===== config.mk =====
export PLATFORM = sky130hd
export DESIGN_NAME = mpu_sample_sequencer_flat
export DESIGN_NICKNAME = d
export VERILOG_FILES = /design/src/rtl/mpu_sample_sequencer_if.sv /design/src/rtl/mpu_sample_sequencer.sv /design/src/flat_wrapper.sv
export SDC_FILE = /design/constraint.sdc
export NUM_CORES = 1
export LEC_CHECK = 0
export ABC_CLOCK_PERIOD_IN_PS = 2050
export CORE_MARGIN = 2
export CORE_UTILIZATION = 35
export CTS_CLUSTER_DIAMETER = 50
export DETAILED_ROUTE_END_ITERATION = 10
export PLACE_DENSITY_LB_ADDON = 0.08
export SYNTH_ARGS = -nofsm -noshare
export SYNTH_HDL_FRONTEND = slang
export SYNTH_SLANG_ARGS = --single-unit

===== constraint.sdc =====
create_clock -name clk -period 2.05 [get_ports clk]
set_clock_uncertainty 0.2 [all_clocks]
set_input_delay 0.41 -clock clk [delete_from_list [all_inputs] [get_ports clk]]
set_output_delay 0.41 -clock clk [all_outputs]
set_load 0.005 [all_outputs]

===== src/rtl/mpu_sample_sequencer_if.sv =====
// mpu_sample_sequencer_if: register-read handshake between the sample
// sequencer (master) and the MPU-6050 register wrapper / I2C side (slave).
//
// Handshake: the master raises en with register_selector stable and holds
// both until the slave returns a one-cycle xfer_done pulse with the read byte
// valid on data_in in that same cycle; en then drops for at least one cycle
// before the next byte is requested. xfer_done while en is low is ignored.
interface mpu_sample_sequencer_if;
    logic [3:0] register_selector;
    logic       en;
    logic       xfer_done;
    logic [7:0] data_in;

    modport master (
        output register_selector,
        output en,
        input  xfer_done,
        input  data_in
    );

    modport slave (
        input  register_selector,
        input  en,
        output xfer_done,
        output data_in
    );
endinterface


===== src/rtl/mpu_sample_sequencer.sv =====
// mpu_sample_sequencer: walks the MPU-6050 wrapper through the gyro X/Y/Z and
// temperature H/L registers, captures each byte into a shadow buffer and
// commits all four 16-bit samples together, repeating every SAMPLE_PERIOD
// cycles while run is high.
// Optional build macro MPU_SEQ_WHOAMI_EN: one WHO_AM_I read (selector 4'b0111)
// before the first sweep after reset; a wrong byte or a timeout parks the
// block in ID_FAIL with id_err high until reset.
module mpu_sample_sequencer #(
    parameter int SAMPLE_PERIOD = 100000,
    parameter int DONE_TIMEOUT  = 50000
`ifdef MPU_SEQ_WHOAMI_EN
    , parameter logic [7:0] WHOAMI_VALUE = 8'h68
`endif
) (
    input  logic                          clk,
    input  logic                          rst,
    input  logic                          run,
    mpu_sample_sequencer_if.master        bus,
    output logic [15:0]                   gyro_x,
    output logic [15:0]                   gyro_y,
    output logic [15:0]                   gyro_z,
    output logic [15:0]                   temp,
    output logic                          sample_valid,
    output logic                          busy,
    output logic                          timeout_err,
`ifdef MPU_SEQ_WHOAMI_EN
    output logic                          id_err,
`endif
    output logic [2:0]                    dbg_state
);

    typedef enum logic [2:0] {
        S_IDLE,
        S_ISSUE,
        S_WAIT,
        S_GAP,
        S_COMMIT,
        S_PERIOD
`ifdef MPU_SEQ_WHOAMI_EN
        , S_ID_FAIL
`endif
    } state_t;

    localparam int TW = $clog2(DONE_TIMEOUT) + 1;
    localparam int PW = $clog2(SAMPLE_PERIOD) + 1;
    localparam logic [TW-1:0] T_LAST = TW'(DONE_TIMEOUT - 1);
    localparam logic [PW-1:0] P_LAST = PW'(SAMPLE_PERIOD - 1);

    state_t            state_q;
    logic [2:0]        idx_q;
    logic [TW-1:0]     tcnt_q;
    logic [PW-1:0]     pcnt_q;
    logic [7:0][7:0]   shadow_q;
    logic [3:0]        sel_q;
    logic              en_q;
    logic [15:0]       gx_q, gy_q, gz_q, tmp_q;
    logic              sv_q;
    logic              busy_q;
    logic              terr_q;
`ifdef MPU_SEQ_WHOAMI_EN
    logic              id_rd_q;   // current transfer is the WHO_AM_I read
    logic              id_ok_q;   // ID already confirmed since reset
    logic              id_err_q;
`endif

    // Sequencer FSM; every output is a register updated on the transition
    // into the state that owns it, so outputs line up with the state.
    always_ff @(posedge clk or negedge rst) begin
        if (!rst) begin
            state_q  <= S_IDLE;
            idx_q    <= '0;
            tcnt_q   <= '0;
            pcnt_q   <= '0;
            shadow_q <= '0;
            sel_q    <= '0;
            en_q     <= 1'b0;
            gx_q     <= '0;
            gy_q     <= '0;
            gz_q     <= '0;
            tmp_q    <= '0;
            sv_q     <= 1'b0;
            busy_q   <= 1'b0;
            terr_q   <= 1'b0;
`ifdef MPU_SEQ_WHOAMI_EN
            id_rd_q  <= 1'b0;
            id_ok_q  <= 1'b0;
            id_err_q <= 1'b0;
`endif
        end else begin
            sv_q <= 1'b0;
            case (state_q)
                S_IDLE: begin
                    if (run) begin
                        state_q <= S_ISSUE;
                        busy_q  <= 1'b1;
                        idx_q   <= '0;
                        en_q    <= 1'b1;
`ifdef MPU_SEQ_WHOAMI_EN
                        if (!id_ok_q) begin
                            id_rd_q <= 1'b1;
                            sel_q   <= 4'b0111;
                        end else begin
                            sel_q   <= 4'b1000;
                        end
`else
                        sel_q   <= 4'b1000;
`endif
                    end
                end
                S_ISSUE: begin
                    tcnt_q  <= '0;
                    state_q <= S_WAIT;
                end
                S_WAIT: begin
                    if (bus.xfer_done) begin
                        // done wins over a timeout reached in the same cycle
                        en_q    <= 1'b0;
                        state_q <= S_GAP;
`ifdef MPU_SEQ_WHOAMI_EN
                        if (id_rd_q) begin
                            if (bus.data_in == WHOAMI_VALUE) begin
                                id_ok_q  <= 1'b1;
                            end else begin
                                state_q  <= S_ID_FAIL;
                                id_err_q <= 1'b1;
                                sel_q    <= '0;
                            end
                        end else
`endif
                        shadow_q[idx_q] <= bus.data_in;
                    end else if (tcnt_q == T_LAST) begin
                        // abandon the sweep; shadow bytes never reach outputs
                        en_q    <= 1'b0;
                        sel_q   <= '0;
                        terr_q  <= 1'b1;
                        pcnt_q  <= '0;
                        state_q <= S_PERIOD;
`ifdef MPU_SEQ_WHOAMI_EN
                        if (id_rd_q) begin
                            state_q  <= S_ID_FAIL;
                            id_err_q <= 1'b1;
                        end
`endif
                    end else begin
                        tcnt_q <= tcnt_q + TW'(1);
                    end
                end
                S_GAP: begin
`ifdef MPU_SEQ_WHOAMI_EN
                    if (id_rd_q) begin
                        id_rd_q <= 1'b0;
                        idx_q   <= '0;
                        sel_q   <= 4'b1000;
                        en_q    <= 1'b1;
                        state_q <= S_ISSUE;
                    end else
`endif
                    if (idx_q != 3'd7) begin
                        idx_q   <= idx_q + 3'd1;
                        sel_q   <= {1'b1, idx_q + 3'd1};
                        en_q    <= 1'b1;
                        state_q <= S_ISSUE;
                    end else begin
                        gx_q    <= {shadow_q[0], shadow_q[1]};
                        gy_q    <= {shadow_q[2], shadow_q[3]};
                        gz_q    <= {shadow_q[4], shadow_q[5]};
                        tmp_q   <= {shadow_q[6], shadow_q[7]};
                        sv_q    <= 1'b1;
                        sel_q   <= '0;
                        state_q <= S_COMMIT;
                    end
                end
                S_COMMIT: begin
                    pcnt_q  <= '0;
                    state_q <= S_PERIOD;
                end
                S_PERIOD: begin
                    if (pcnt_q == P_LAST) begin
                        if (run) begin
                            idx_q   <= '0;
                            sel_q   <= 4'b1000;
                            en_q    <= 1'b1;
                            state_q <= S_ISSUE;
                        end else begin
                            busy_q  <= 1'b0;
                            state_q <= S_IDLE;
                        end
                    end else begin
                        pcnt_q <= pcnt_q + PW'(1);
                    end
                end
`ifdef MPU_SEQ_WHOAMI_EN
                S_ID_FAIL: begin
                    en_q <= 1'b0;
                end
`endif
                default: begin
                    en_q    <= 1'b0;
                    sel_q   <= '0;
                    busy_q  <= 1'b0;
                    state_q <= S_IDLE;
                end
            endcase
        end
    end

    assign bus.register_selector = sel_q;
    assign bus.en                = en_q;
    assign gyro_x                = gx_q;
    assign gyro_y                = gy_q;
    assign gyro_z                = gz_q;
    assign temp                  = tmp_q;
    assign sample_valid          = sv_q;
    assign busy                  = busy_q;
    assign timeout_err           = terr_q;
`ifdef MPU_SEQ_WHOAMI_EN
    assign id_err                = id_err_q;
`endif
    assign dbg_state             = state_q;

endmodule


===== src/flat_wrapper.sv =====
// flat-port wrapper written by rule: the top's interface ports become plain ports
module mpu_sample_sequencer_flat 
#(
    parameter int SAMPLE_PERIOD = 100000,
    parameter int DONE_TIMEOUT  = 50000

)
  (clk, rst, run, gyro_x, gyro_y, gyro_z, temp, sample_valid, busy, timeout_err, dbg_state, bus_register_selector, bus_en, bus_xfer_done, bus_data_in);
  mpu_sample_sequencer_if bus_i ();
  input  logic clk;
  input  logic rst;
  input  logic run;
  output logic [15:0] gyro_x;
  output logic [15:0] gyro_y;
  output logic [15:0] gyro_z;
  output logic [15:0] temp;
  output logic sample_valid;
  output logic busy;
  output logic timeout_err;
  output logic [2:0] dbg_state;
  output wire logic [$bits(bus_i.register_selector)-1:0] bus_register_selector;
  output wire logic [$bits(bus_i.en)-1:0] bus_en;
  input wire logic [$bits(bus_i.xfer_done)-1:0] bus_xfer_done;
  input wire logic [$bits(bus_i.data_in)-1:0] bus_data_in;
  assign bus_register_selector = bus_i.register_selector;
  assign bus_en = bus_i.en;
  assign bus_i.xfer_done = bus_xfer_done;
  assign bus_i.data_in = bus_data_in;
  mpu_sample_sequencer #(.SAMPLE_PERIOD(SAMPLE_PERIOD), .DONE_TIMEOUT(DONE_TIMEOUT)) u_core (.clk(clk), .rst(rst), .run(run), .bus(bus_i), .gyro_x(gyro_x), .gyro_y(gyro_y), .gyro_z(gyro_z), .temp(temp), .sample_valid(sample_valid), .busy(busy), .timeout_err(timeout_err), .dbg_state(dbg_state));
endmodule

* Word-level counts from Yosys, hierarchy flattened
Cells that the tools add are included.
W data, S select, Z words.
** Cells by class
- $add $sub $neg :: 3
- Order comparisons :: 2
- Equal/unequal tests :: 17
- Muxes and demuxes :: 39
- Bitwise logic cells :: 4
- Reduce and logical (&&, ||, !) cells :: 17
** Operator list (number)
- $bwmux W64 :: 1
- $mux W18 :: 3
- $pmux W18 S3 :: 1
- $mux W17 :: 2
- $pmux W17 S2 :: 1
- $demux W8 S3 :: 1
- $mux W3 :: 8
- $mux W4 :: 5
- $pmux W4 S5 :: 1
- $add A18 B1 Y18 const B :: 1
- $eq A18 B17 Y1 const B :: 1
- $pmux W3 S6 :: 1
- $add A17 B1 Y17 const B :: 1
- $eq A17 B16 Y1 const B :: 1
- $reduce_and A4 Y1 :: 4
- $reduce_and A3 Y1 :: 4
- $mux W1 :: 11
- $ne A2 B2 Y1 const B :: 5
- $pmux W3 S3 :: 1
- $mux W8 :: 1
- $eq A3 B2 Y1 const B :: 2
- $eq A3 B3 Y1 const B :: 2
- $ne A2 B1 Y1 const B :: 3
- $reduce_bool A3 Y1 :: 2
- 15 further kinds :: 19
** Word-level totals
- Bits in registers :: 177
- Input port bits :: 12
- Output and inout bits :: 75

* Longest topological paths before layout
- Depth after elaboration :: 5
- Depth in mapped cells :: 8

* Worst setup path before layout
Ideal clock, no wire load.
- Kind :: register -> register
- From :: register u_core.state_q[2], in the netlist u_core.dbg_state[2]
- To :: register u_core.shadow_q[32] in the netlist's numbering
- Library setup time :: 0.125 ns
- Arrival :: 1.821 ns
- Slack :: -0.096 ns
- Stages on the path, launching flop included :: 7
- Buffers on the path :: 1
- Path through :: dfrtp_1 buf_6 nand2b_4 nor2_1 nand3b_2 nor3b_2 mux2_2
** On the way
- Longest elaborated chain between the ends :: 2
** Ends and longest elaborated chain
- start, declared :: RTL line mpu_sample_sequencer.sv:49 : state_t state_q;
- start signal, assigned :: RTL line mpu_sample_sequencer.sv:70 : state_q <= S_IDLE;
- start signal, assigned :: RTL line mpu_sample_sequencer.sv:94 : state_q <= S_ISSUE;
- start signal, assigned :: RTL line mpu_sample_sequencer.sv:112 : state_q <= S_WAIT;
- $eq A3 B2 Y1 :: RTL line mpu_sample_sequencer.sv:91 : case (state_q)
- $reduce_and A2 Y1 (no source line)
- end signal, assigned by index :: RTL line mpu_sample_sequencer.sv:130 : shadow_q[idx_q] <= bus.data_in;
- end, declared :: RTL line mpu_sample_sequencer.sv:53 : logic [7:0][7:0] shadow_q;
Every way passes these cells.
A chain may end at the register's enable or synchronous reset.

* Worst setup path after layout
- From :: register u_core.tcnt_q[4]
- To :: register u_core.sel_q[1], in the netlist u_core.bus.register_selector[1]
** On the way
- Longest elaborated chain between the ends :: 3
** Ends and longest elaborated chain
- start, declared :: RTL line mpu_sample_sequencer.sv:51 : logic [TW-1:0] tcnt_q;
- start signal, assigned :: RTL line mpu_sample_sequencer.sv:145 : tcnt_q <= tcnt_q + TW'(1);
- $eq A17 B16 Y1 :: RTL line mpu_sample_sequencer.sv:131 : end else if (tcnt_q == T_LAST) begin
- $ne A2 B1 Y1 (no source line)
- $reduce_and A4 Y1 (no source line)
- end signal, assigned :: RTL line mpu_sample_sequencer.sv:160 : sel_q <= {1'b1, idx_q + 3'd1};
- end, declared :: RTL line mpu_sample_sequencer.sv:54 : logic [3:0] sel_q;
Every way passes these cells.

==> impl_metrics.tcl <==
set metrics [dict create \
    fin_crit_sh_pct 110 \
    rows 53 \
    most-common-layout-cells "222 x nand2_1, 175 x dfrtp_1, 83 x buf_4" \
    syn_avg_cell_area_um2 10.5 \
    cts_tree "done" \
    required_ns 2.15 \
    io_pins 87 \
    grt_usage_pct 17.3 \
    drive_gt1_share_pct 27.5 \
    synth_cells 718 \
    grt_pass1_vias 5917 \
    n_antenna_cell 0 \
    nFillCells 1941 \
    setup_tns_ns -2.18 \
    dp.final_hpwl_um 12600 \
    r2r_slack_ns -0.20 \
    synth_warnings 0 \
    power.total_uw 10800 \
    tightestPinTransition_ns 0.478 \
    power.clock.fraction_pct 29.5 \
    initial_core_util_pct 35.8 \
    synth_flop_cell "dfrtp_1" \
    synth-edff-count 0 \
    die_area_um2 22800 \
    overflow 0 \
    powerDensity_nw_per_um2 1030 \
    cts.sinks 177 \
    multiInputGateArea_um2 3240 \
    clkTransAtPathRegs_ns 0.07 \
    clock_latency_ns 0.42 \
    grt_start_max_net_pins 60 \
    p_leak_uw 0.00507 \
    layout_commonest_cell "nand2_1" \
    cts_inserted_buffers 17 \
    p_comb_share_pct 28.9 \
    ff2ff_path_depth 7 \
    root_buffer "clkbuf_16" \
    swShare_pct 31.8 \
    drv_cap 0 \
    finalSetupViolations 27 \
    antenna_found_initial 0 \
    rsz0062_at_grt "yes" \
    htreeDepth 4 \
    drv_slew 0 \
    crit_fanout 4 \
    ant_nets 0 \
    dr.pass1.iters 4 \
    finalWorstSetupSlack_ns -0.198 \
    period_needed_ns 2.25 \
    violations "negative setup slack" \
    status "finished, violations left" \
    dr_total_vias 5837 \
    viasPerCell 4.93 \
    start_kind "flip-flop" \
    criticalPathCategory "flip-flop to flip-flop" \
    synth.yosys.seq_area_share_pct 58.5 \
    dp.cells 1137 \
    post_drt_wl_per_cell_um 15.7 \
    die_x_um 151 \
    hold_violations 0 \
    r2r_end "u_core.bus.register_selector[1]" \
    final_util_pct 49.3 \
    cp_data_arrival_time_ns 2.35 \
    p_int_uw 7330 \
    grt_pass1_wl_um 30900 \
    netlist_area_um2 7570 \
    core_area_um2 21200 \
    finalNetCount 911 \
    seq_area_um2 4430 \
    crit_path_end_kind "flip-flop" \
    synth_seq_cells 177 \
    clockBufferDepth 2 \
    place_congestion 0.809 \
    relSlewSlack_pct 68.0 \
    p_sw_uw 3420 \
    stdcell_count 1183 \
    ir_worst_vdd_mv 0.613 \
    timing.fmax_ghz 0.445 \
    synth_nets 734 \
    synthToLayoutAreaGrowth_pct 37.9 \
    port_buffers 86 \
    first_iter_violations 248 \
    hold_path.class "input pin to asynchronous set/reset pin" \
    drc 0 \
    wirelength_um 18600 \
    rr_startpoint "u_core.tcnt_q[4]" \
    die_y_um 151 \
    async_flop_share_pct 100 \
    synth.distinct_cells 59 \
    sequentialPowerShare_pct 41.7 \
    hold_ws_ns 0.246 \
]
-- synthesized netlist by cell type (3+ instances only) --
library cell	count	area, µm²
nor2_1	19	71.3
nand3_1	15	75.1
mux2_2	65	732
a21o_1	4	30.0
and3_1	8	50.1
nand2_1	223	837
a211oi_1	3	22.5
inv_1	12	45.0
or4_1	4	30.0
nand4_1	6	37.5
o211ai_1	4	30.0
nand3b_2	3	33.8
or3_1	8	50.1
dfrtp_1	177	4430
buf_2	5	25.0
o21ai_1	3	15.0
nor4_1	6	37.5
clkbuf_1	24	90.1
nand2b_1	4	25.0
a31oi_1	13	81.3
and4_1	5	43.8
a21oi_1	21	105
ha_1	4	50.1
nor3_1	8	40.0
o21ai_0	21	105
o31ai_1	5	37.5
xor2_1	5	43.8
-- registers in the layout (all words and copies together) (netlist names), 3 cells and up --
signal and flops:
u_core.tcnt_q 17, u_core.shadow_q 64, u_core.gyro_x 16, u_core.idx_q 3
u_core.dbg_state 3, u_core.gyro_y 16, u_core.bus.register_selector 4, u_core.pcnt_q 18
u_core.gyro_z 16, u_core.temp 16
-- power groups by stage --
stage	Clock, µW	Sequential, µW	Combinational (µW)
floorplan	0	4460	1430
global placement	0	4520	2520
detailed placement	0	4530	2560
CTS	3260	4460	2820
global route	3450	4560	3390
finish	3170	4480	3100
-- area by class of cell --
class / count / area share [%]
Clock buffer: 18 / 4.21
Clock inverter: 14 / 1.35
Timing Repair Buffer: 190 / 17.2
Tap cell: 275 / 3.30
Inverter: 12 / 0.432
Sequential cell: 177 / 42.5
Multi-Input combinational cell: 497 / 31.0
-- logic make-up (layout without fill, tap and decap cells) --
kind of cell | after synthesis | after routing | share of synthesized area [%]
multiplexers | 65 | 65 | 9.67
XOR/XNOR | 7 | 7 | 0.810
buffers and inverters | 44 | 234 | 2.36
flip-flops | 177 | 177 | 58.5
AND/OR/NAND/NOR | 332 | 332 | 20.3
adder cells (fa/ha/maj) | 4 | 4 | 0.661
AO/OA/AOI/OAI | 89 | 89 | 7.65
-- how the worst max path moves through the flow --
stage | startpoint | end | slack (ns) | depth (start not counted)
6_report | u_core.tcnt_q[4] | u_core.bus.register_selector[1] | -0.20 | 7
4_1_cts | u_core.tcnt_q[7] | u_core.bus.register_selector[1] | -0.16 | 7
3_5_place_dp | bus_xfer_done | u_core.shadow_q[35] | -0.33 | 7
3_3_place_gp | bus_xfer_done | u_core.shadow_q[18] | -0.28 | 7
2_1_floorplan | u_core.tcnt_q[12] | u_core.pcnt_q[2] | 0.008 | 5
5_1_grt | u_core.tcnt_q[4] | u_core.bus.register_selector[1] | -0.38 | 7
-- worst max-delay path, cell delays in order (launching register included) --
cell,delay (ns)
dfrtp_1,0.39
nor4bb_2,0.34
nand4b_1,0.24
buf_4,0.21
o41ai_4,0.26
o31ai_2,0.14
buf_4,0.16
a32o_1,0.19
-- metrics by stage --
step | setup slack (ns) | area [µm²]
final | -0.198 | 10400
after global routing | -0.377 | 10400
after CTS | -0.160 | 10200
after detailed placement | -0.326 | 9480
after global placement | -0.282 | 9480
after floorplan | 0.00801 | 7610
-- per-layer routing --
| metal | up-vias | global-route usage (%) | wire [µm] | share of wire [%] |
|---|---|---|---|---|
| met5 | - | 0 | 0 | 0 |
| met4 | 0 | 4.44 | 145 | 0.78 |
| met3 | 9 | 3.28 | 611 | 3.3 |
| met2 | 100 | 27.7 | 8820 | 47 |
| met1 | 2900 | 24.2 | 9000 | 48 |
| li1 | 2828 | - | - | - |
-- repair_timing --
action | 4_1_cts | 5_1_grt
hold buffers | 1 | 0
endpoints found under the setup margin | 64 | 51
hold endpoints to repair | 28 | 0
resized for setup | 32 | 36
setup buffers | 6 | 7
gates cloned | 1 | 0
pin swaps | 17 | 15
Note: power is estimated with default switching activity, not from simulation.
